## config.mk

```make
export PLATFORM = sky130hd
export DESIGN_NAME = countdown_core_flat
export DESIGN_NICKNAME = d
export VERILOG_FILES = /design/src/rtl/countdown_core_if.sv /design/src/rtl/countdown_core.sv /design/src/flat_wrapper.sv
export SDC_FILE = /design/constraint.sdc
export NUM_CORES = 1
export LEC_CHECK = 0
export ABC_AREA = 1
export CAP_MARGIN = 20
export CORE_MARGIN = 5
export CORE_UTILIZATION = 37
export CTS_CLUSTER_DIAMETER = 30
export DETAILED_ROUTE_END_ITERATION = 12
export PLACE_DENSITY = 0.55
export SYNTH_ARGS = -nofsm -noshare
export SYNTH_HDL_FRONTEND = slang
export SYNTH_SLANG_ARGS = --single-unit
```

## constraint.sdc

```tcl
create_clock -name CLK_50MHZ -period 1.45 [get_ports CLK_50MHZ]
set_input_delay 0.145 -clock CLK_50MHZ [delete_from_list [all_inputs] [get_ports CLK_50MHZ]]
set_output_delay 0.145 -clock CLK_50MHZ [all_outputs]
set_load 0.03 [all_outputs]
```

## src/rtl/countdown_core_if.sv

```systemverilog
// ---------------------------------------------------------------------------
// countdown_core_if
// Groups the button levels feeding the countdown timer and the registered
// display/status signals it returns.
//   master : drives the five button levels, observes digits and status
//   slave  : the timer core (receives buttons, drives digits and status)
// Signals:
//   incrementSeconds, incrementMinutes, start, stop, delete  button levels
//   min_tens, min_ones, sec_tens, sec_ones                   BCD digits
//   running, alarm, blink                                    status flags
// ---------------------------------------------------------------------------
interface countdown_core_if;
  logic       incrementSeconds;
  logic       incrementMinutes;
  logic       start;
  logic       stop;
  logic       delete;
  logic [3:0] min_tens;
  logic [3:0] min_ones;
  logic [3:0] sec_tens;
  logic [3:0] sec_ones;
  logic       running;
  logic       alarm;
  logic       blink;

  modport master (
    output incrementSeconds, incrementMinutes, start, stop, delete,
    input  min_tens, min_ones, sec_tens, sec_ones, running, alarm, blink
  );

  modport slave (
    input  incrementSeconds, incrementMinutes, start, stop, delete,
    output min_tens, min_ones, sec_tens, sec_ones, running, alarm, blink
  );
endinterface

```

## src/rtl/countdown_core.sv

```systemverilog
// ---------------------------------------------------------------------------
// countdown_core
// MM:SS countdown timer with BCD display outputs. Buttons are edge-detected
// (one event per press), time is set in IDLE/PAUSE, counted down once per
// second in RUN, and DONE raises the alarm.
// Parameters:
//   CLK_HZ     clock frequency; prescaler divides it down to the 1 s tick
// Ports:
//   CLK_50MHZ  system clock, rising edge
//   reset      asynchronous active-low reset
//   bus        countdown_core_if.slave (buttons in, digits/status out)
// Build option:
//   COUNTDOWN_BLINK_EN  defined   -> blink flashes at half-second rate in DONE
//                       undefined -> blink is a copy of alarm
// ---------------------------------------------------------------------------
module countdown_core #(
  parameter int CLK_HZ = 50000000
) (
  input  logic             CLK_50MHZ,
  input  logic             reset,
  countdown_core_if.slave  bus
);

  localparam int            PW      = (CLK_HZ > 1) ? $clog2(CLK_HZ) : 1;
  localparam logic [PW-1:0] PRE_MAX = PW'(CLK_HZ - 1);

  typedef enum logic [1:0] {S_IDLE, S_RUN, S_PAUSE, S_DONE} state_t;

  state_t        state_q, state_d;
  logic [3:0]    mt_q, mo_q, st_q, so_q;
  logic [3:0]    mt_d, mo_d, st_d, so_d;
  logic [PW-1:0] pre_q, pre_d;

  logic [4:0]    smp_q, prv_q;
  logic          armed_q;
  logic [4:0]    btn, ev;
  logic          ev_del, ev_stop, ev_start, ev_mins, ev_secs;
  logic          tick, time_zero, last_sec;

  assign btn = {bus.delete, bus.stop, bus.start,
                bus.incrementMinutes, bus.incrementSeconds};
  assign ev  = smp_q & ~prv_q;
  assign {ev_del, ev_stop, ev_start, ev_mins, ev_secs} = ev;

  // On the first edge after reset the previous-sample register loads the
  // live input too, so a button already held through reset release never
  // looks like a fresh press.
  always_ff @(posedge CLK_50MHZ or negedge reset) begin
    if (!reset) begin
      smp_q   <= '0;
      prv_q   <= '0;
      armed_q <= 1'b0;
    end else begin
      smp_q   <= btn;
      prv_q   <= armed_q ? smp_q : btn;
      armed_q <= 1'b1;
    end
  end

  assign tick      = (pre_q == PRE_MAX);
  assign time_zero = ({mt_q, mo_q, st_q, so_q} == 16'h0000);
  assign last_sec  = ({mt_q, mo_q, st_q} == 12'h000) && (so_q == 4'd1);

  // Events are handled strictly by priority; a stop in RUN freezes the
  // prescaler so a coincident tick is dropped rather than counted.
  always_comb begin
    state_d = state_q;
    mt_d    = mt_q;
    mo_d    = mo_q;
    st_d    = st_q;
    so_d    = so_q;
    pre_d   = pre_q;
    if (ev_del) begin
      state_d = S_IDLE;
      mt_d    = 4'd0;
      mo_d    = 4'd0;
      st_d    = 4'd0;
      so_d    = 4'd0;
      pre_d   = '0;
    end else if (ev_stop) begin
      if (state_q == S_RUN)       state_d = S_PAUSE;
      else if (state_q == S_DONE) state_d = S_IDLE;
    end else if (state_q == S_RUN) begin
      pre_d = tick ? '0 : pre_q + PW'(1);
      if (tick) begin
        if (so_q != 4'd0) begin
          so_d = so_q - 4'd1;
        end else begin
          so_d = 4'd9;
          if (st_q != 4'd0) begin
            st_d = st_q - 4'd1;
          end else begin
            // Borrow from minutes; RUN never holds 00:00 so minutes are nonzero.
            st_d = 4'd5;
            if (mo_q != 4'd0) begin
              mo_d = mo_q - 4'd1;
            end else begin
              mo_d = 4'd9;
              mt_d = mt_q - 4'd1;
            end
          end
        end
        if (last_sec) state_d = S_DONE;
      end
    end else if (ev_start) begin
      if ((state_q == S_IDLE || state_q == S_PAUSE) && !time_zero) begin
        state_d = S_RUN;
        if (state_q == S_IDLE) pre_d = '0;
      end
    end else if (state_q == S_IDLE || state_q == S_PAUSE) begin
      if (ev_secs) begin
        if (so_q == 4'd9) begin
          so_d = 4'd0;
          st_d = (st_q == 4'd5) ? 4'd0 : st_q + 4'd1;
        end else begin
          so_d = so_q + 4'd1;
        end
      end
      if (ev_mins) begin
        if (mo_q == 4'd9) begin
          mo_d = 4'd0;
          mt_d = (mt_q == 4'd9) ? 4'd0 : mt_q + 4'd1;
        end else begin
          mo_d = mo_q + 4'd1;
        end
      end
    end
  end

  always_ff @(posedge CLK_50MHZ or negedge reset) begin
    if (!reset) begin
      state_q <= S_IDLE;
      mt_q    <= 4'd0;
      mo_q    <= 4'd0;
      st_q    <= 4'd0;
      so_q    <= 4'd0;
      pre_q   <= '0;
    end else begin
      state_q <= state_d;
      mt_q    <= mt_d;
      mo_q    <= mo_d;
      st_q    <= st_d;
      so_q    <= so_d;
      pre_q   <= pre_d;
    end
  end

`ifdef COUNTDOWN_BLINK_EN
  localparam int            HALF     = (CLK_HZ / 2 > 1) ? CLK_HZ / 2 : 1;
  localparam int            HW       = (HALF > 1) ? $clog2(HALF) : 1;
  localparam logic [HW-1:0] HALF_MAX = HW'(HALF - 1);

  logic [HW-1:0] hcnt_q, hcnt_d;
  logic          blink_q, blink_d;

  // Blink starts high on the DONE-entry edge and flips every HALF cycles.
  always_comb begin
    hcnt_d  = '0;
    blink_d = 1'b0;
    if (state_d == S_DONE) begin
      if (state_q != S_DONE) begin
        blink_d = 1'b1;
      end else if (hcnt_q == HALF_MAX) begin
        blink_d = ~blink_q;
      end else begin
        hcnt_d  = hcnt_q + HW'(1);
        blink_d = blink_q;
      end
    end
  end

  always_ff @(posedge CLK_50MHZ or negedge reset) begin
    if (!reset) begin
      hcnt_q  <= '0;
      blink_q <= 1'b0;
    end else begin
      hcnt_q  <= hcnt_d;
      blink_q <= blink_d;
    end
  end

  assign bus.blink = blink_q;
`else
  assign bus.blink = (state_q == S_DONE);
`endif

  assign bus.min_tens = mt_q;
  assign bus.min_ones = mo_q;
  assign bus.sec_tens = st_q;
  assign bus.sec_ones = so_q;
  assign bus.running  = (state_q == S_RUN);
  assign bus.alarm    = (state_q == S_DONE);

endmodule

```

## src/flat_wrapper.sv

```systemverilog
// flat-port wrapper written by rule: the top's interface ports become plain ports
module countdown_core_flat 
#(
  parameter int CLK_HZ = 50000000
)
  (CLK_50MHZ, reset, bus_incrementSeconds, bus_incrementMinutes, bus_start, bus_stop, bus_delete, bus_min_tens, bus_min_ones, bus_sec_tens, bus_sec_ones, bus_running, bus_alarm, bus_blink);
  countdown_core_if bus_i ();
  input  logic CLK_50MHZ;
  input  logic reset;
  input wire logic [$bits(bus_i.incrementSeconds)-1:0] bus_incrementSeconds;
  input wire logic [$bits(bus_i.incrementMinutes)-1:0] bus_incrementMinutes;
  input wire logic [$bits(bus_i.start)-1:0] bus_start;
  input wire logic [$bits(bus_i.stop)-1:0] bus_stop;
  input wire logic [$bits(bus_i.delete)-1:0] bus_delete;
  output wire logic [$bits(bus_i.min_tens)-1:0] bus_min_tens;
  output wire logic [$bits(bus_i.min_ones)-1:0] bus_min_ones;
  output wire logic [$bits(bus_i.sec_tens)-1:0] bus_sec_tens;
  output wire logic [$bits(bus_i.sec_ones)-1:0] bus_sec_ones;
  output wire logic [$bits(bus_i.running)-1:0] bus_running;
  output wire logic [$bits(bus_i.alarm)-1:0] bus_alarm;
  output wire logic [$bits(bus_i.blink)-1:0] bus_blink;
  assign bus_i.incrementSeconds = bus_incrementSeconds;
  assign bus_i.incrementMinutes = bus_incrementMinutes;
  assign bus_i.start = bus_start;
  assign bus_i.stop = bus_stop;
  assign bus_i.delete = bus_delete;
  assign bus_min_tens = bus_i.min_tens;
  assign bus_min_ones = bus_i.min_ones;
  assign bus_sec_tens = bus_i.sec_tens;
  assign bus_sec_ones = bus_i.sec_ones;
  assign bus_running = bus_i.running;
  assign bus_alarm = bus_i.alarm;
  assign bus_blink = bus_i.blink;
  countdown_core #(.CLK_HZ(CLK_HZ)) u_core (.CLK_50MHZ(CLK_50MHZ), .reset(reset), .bus(bus_i));
endmodule
```

==> flow_metrics.py <==
metrics = {
    "run_status": {
        "outcome": "complete, but fails checks",
        "failed_checks": "setup timing",
    },
    "cells_and_area": {
        "num-nets-final": 743,
        "fin_area_um2": 5950,
        "diodes": 0,
        "layout-drive-gt1-share_pct": 41.7,
        "final_cells": 872,
        "syn_to_final_growth_pct": 48.4,
    },
    "setup_path": {
        "crit_fanout": 6,
        "critPathLaunchType": "register",
        "critical_path_class": "register to register",
        "reg2regPathDepth": 10,
        "cp.required_ns": 1.67,
        "end_kind": "register",
        "r2r_end": "u_core.pre_q[25]",
        "r2r_slack_ns": -0.24,
        "worstReg2RegStart": "u_core.pre_q[10]",
        "worstPathArrival_ns": 1.91,
    },
    "pwr": {
        "finalPower_mw": 8.61,
        "leakage_nw": 2.73,
        "power_density_nw_per_um2": 1450,
        "ir_worst_vdd_mv": 1.18,
    },
    "sta": {
        "finClkSkew_ns": 0.0121,
        "period_minus_slack_ns": 1.69,
        "rsz0062_at_grt": "yes",
        "finalCritPeriodShare_pct": 117,
        "fmax_mhz": 592,
        "hold_viol": 0,
        "whs_ns": 0.258,
        "slew_viol_final": 0,
        "finalSetupViolations": 43,
        "final.setup.worst_slack_ns": -0.240,
    },
    "yosys": {
        "synth_area_leaders": "dfrtp_1, nand2_1, nor2_1, nand3_1, inv_1",
        "yosysMostFrequentCell": "nand2_1",
        "yosysWarnings": 0,
        "postSynthAreaPerCell_um2": 6.78,
        "synth_seq_cells": 55,
        "mappedNetlistArea_um2": 4010,
        "yosysTopAreaCellShare_pct": 34.3,
        "synthTopCellsByCount": "nand2_1, nor2_1, inv_1",
        "synthCells": 591,
        "yosysUniqueCellTypes": 48,
        "synth_edf_count": 0,
        "syn_nets": 603,
        "synth.yosys.seq_area_share_pct": 34.3,
        "synth_ff_type": "dfrtp_1",
        "async_reset_ff_share_pct": 100,
        "yosysTopAreaCell": "dfrtp_1",
    },
    "drt": {
        "drtIter0Drc": 294,
        "vias_per_cell": 4.99,
        "routed_wl_um": 12700,
        "route.detailed.drc": 0,
        "via_count": 4347,
        "detail_route.wl_per_cell_um": 14.6,
        "first_pass_iters": 6,
        "postRouteAntennaNets": 0,
    },
    "clock_tree": {
        "cts-root-buf": "clkbuf_8",
        "clk_latency_ns": 0.34,
        "cts_buffers": 5,
        "htreeDepth": 2,
        "clockBufferDepth": 2,
        "clk_pin_slew_ns": 0.12,
        "cts_tree": "built",
        "cts_sinks": 55,
    },
    "floorplan": {
        "dieArea_um2": 13000,
        "die_h_um": 114,
        "dieWidth_um": 114,
        "num_rows": 38,
        "core_area_um2": 10700,
        "ios": 26,
        "start_util_pct": 37.3,
    },
    "grt": {
        "grt_max_degree": 56,
        "grt_pass1_wl_um": 20200,
        "grt_overflow": 0,
        "antenna_found_initial": 0,
        "grt_usage_pct": 19.1,
        "grt_pass1_vias": 4207,
    },
    "min_path": {
        "min_path_type": "input port to register",
        "hp-start": "bus_incrementMinutes",
        "whs_endpoint": "u_core.smp_q[1]",
        "min_path_cells": 1,
    },
    "placed_design": {
        "place_area_um2": 5250,
        "pre_cts_ws_ns": -0.248,
        "portBuffers": 25,
        "dp_hpwl_um": 8720,
        "place.gp.congestion": 0.931,
        "place_inst": 849,
    },
    "job": {
        "drv_cap": 0,
    },
}
-- state kept, by name (all words and copies together), names as in the netlist --
signal	count
u_core.bus.min_ones	4
u_core.bus.sec_ones	4
u_core.smp_q	5
u_core.bus.min_tens	4
u_core.prv_q	5
u_core.bus.sec_tens	4
u_core.armed_q	1
u_core.state_q	2
u_core.pre_q	26
-- layout by cell type (no fill, tap or decap), types with 3 or more instances in the layout --
| cell type | instances |
|---|---|
| nand3_4 | 5 |
| o21ai_2 | 8 |
| a211oi_1 | 4 |
| nand2_4 | 12 |
| nor2_2 | 19 |
| clkbuf_2 | 9 |
| buf_6 | 15 |
| nor2_4 | 25 |
| o21ai_1 | 21 |
| nand2_2 | 24 |
| nor3_1 | 3 |
| clkdlybuf4s50_1 | 5 |
| nor2_1 | 63 |
| clkbuf_8 | 5 |
| buf_4 | 102 |
| ha_1 | 3 |
| nand2_1 | 131 |
| buf_12 | 5 |
| nand4_1 | 13 |
| o21ai_0 | 11 |
| dfrtp_2 | 21 |
| nand3_1 | 36 |
| xor2_1 | 4 |
| nor3_2 | 3 |
| a21oi_1 | 22 |
| nand3_2 | 18 |
| dfrtp_1 | 34 |
| dlygate4sd2_1 | 3 |
| inv_2 | 11 |
| nand4_4 | 3 |
| clkdlybuf4s15_1 | 4 |
| inv_1 | 53 |
-- area by class of cell --
type | instances | area (um^2)
clock buffers | 6 | 72.6
repair buffers | 148 | 1280
fillers | 1035 | 4800
flip-flops and latches | 55 | 1400
multi-input cells | 452 | 2720
well taps | 140 | 175
inverters | 69 | 278
clock inverters | 2 | 17.5
-- cells by family after synthesis --
| kind of cell | share of synthesized area, % |
|---|---|
| and+or+nand+nor | 41.8 |
| buffers and inverters | 9.21 |
| AOI/OAI and AO/OA | 11.6 |
| DFF | 34.3 |
| adders and majority gates | 1.56 |
| xor gates and xnor gates | 1.09 |
| other | 0.0936 |
| muxes | 0.281 |
-- worst max-delay path by stage --
| stage | end | start |
|---|---|---|
| 3_3_place_gp | u_core.pre_q[0] | u_core.pre_q[0] |
| 4_1_cts | u_core.pre_q[25] | u_core.pre_q[1] |
| 6_report | u_core.pre_q[25] | u_core.pre_q[10] |
| 3_5_place_dp | u_core.pre_q[25] | u_core.pre_q[0] |
| 5_1_grt | u_core.pre_q[14] | u_core.pre_q[0] |
| 2_1_floorplan | u_core.pre_q[13] | u_core.bus.min_tens[1] |
-- what timing repair did --
action | in CTS | in global routing
hold buffers | 1 | 0
setup buffers | 8 | 5
pin swaps | 35 | 46
endpoints found under the hold margin | 55 | 0
cloned | 2 | 1
endpoints found under the setup margin | 62 | 55
gates resized for setup | 100 | 82
-- power breakdown --
group / internal, mW / total, mW / switching, mW
registers: 1.83 / 2.09 / 0.262
clock network: 0.353 / 0.960 / 0.606
logic: 2.37 / 5.56 / 3.20
total: 4.55 / 8.61 / 4.07
-- metrics by stage --
stage	setup TNS, ns	util (%)
2_1_floorplan	-1.18	-
3_5_place_dp	-6.47	48.9
3_3_place_gp	-5.00	48.9
4_1_cts	-5.99	53.1
5_1_grt	-9.84	55.3
6_report	-5.78	55.3
-- per-layer routing --
layer	share of wire, %	vias up	GRT usage (%)	wire, um
li1	-	2186	-	-
met1	43	2042	24.7	5500
met2	51	102	33.2	6520
met3	3.8	17	2.70	482
met4	1.9	0	6.02	238
met5	0	-	0	0
-- worst max-delay path: stages (launching register included) --
cell,delay (ns)
dfrtp_1,0.37
buf_4,0.16
nand2_1,0.12
nor2_2,0.22
inv_1,0.13
nor2_2,0.14
nand3_2,0.11
nor2_4,0.15
nor2_4,0.05
nor2_2,0.09
a21oi_1,0.04
Power figures use the tool's default switching activity.
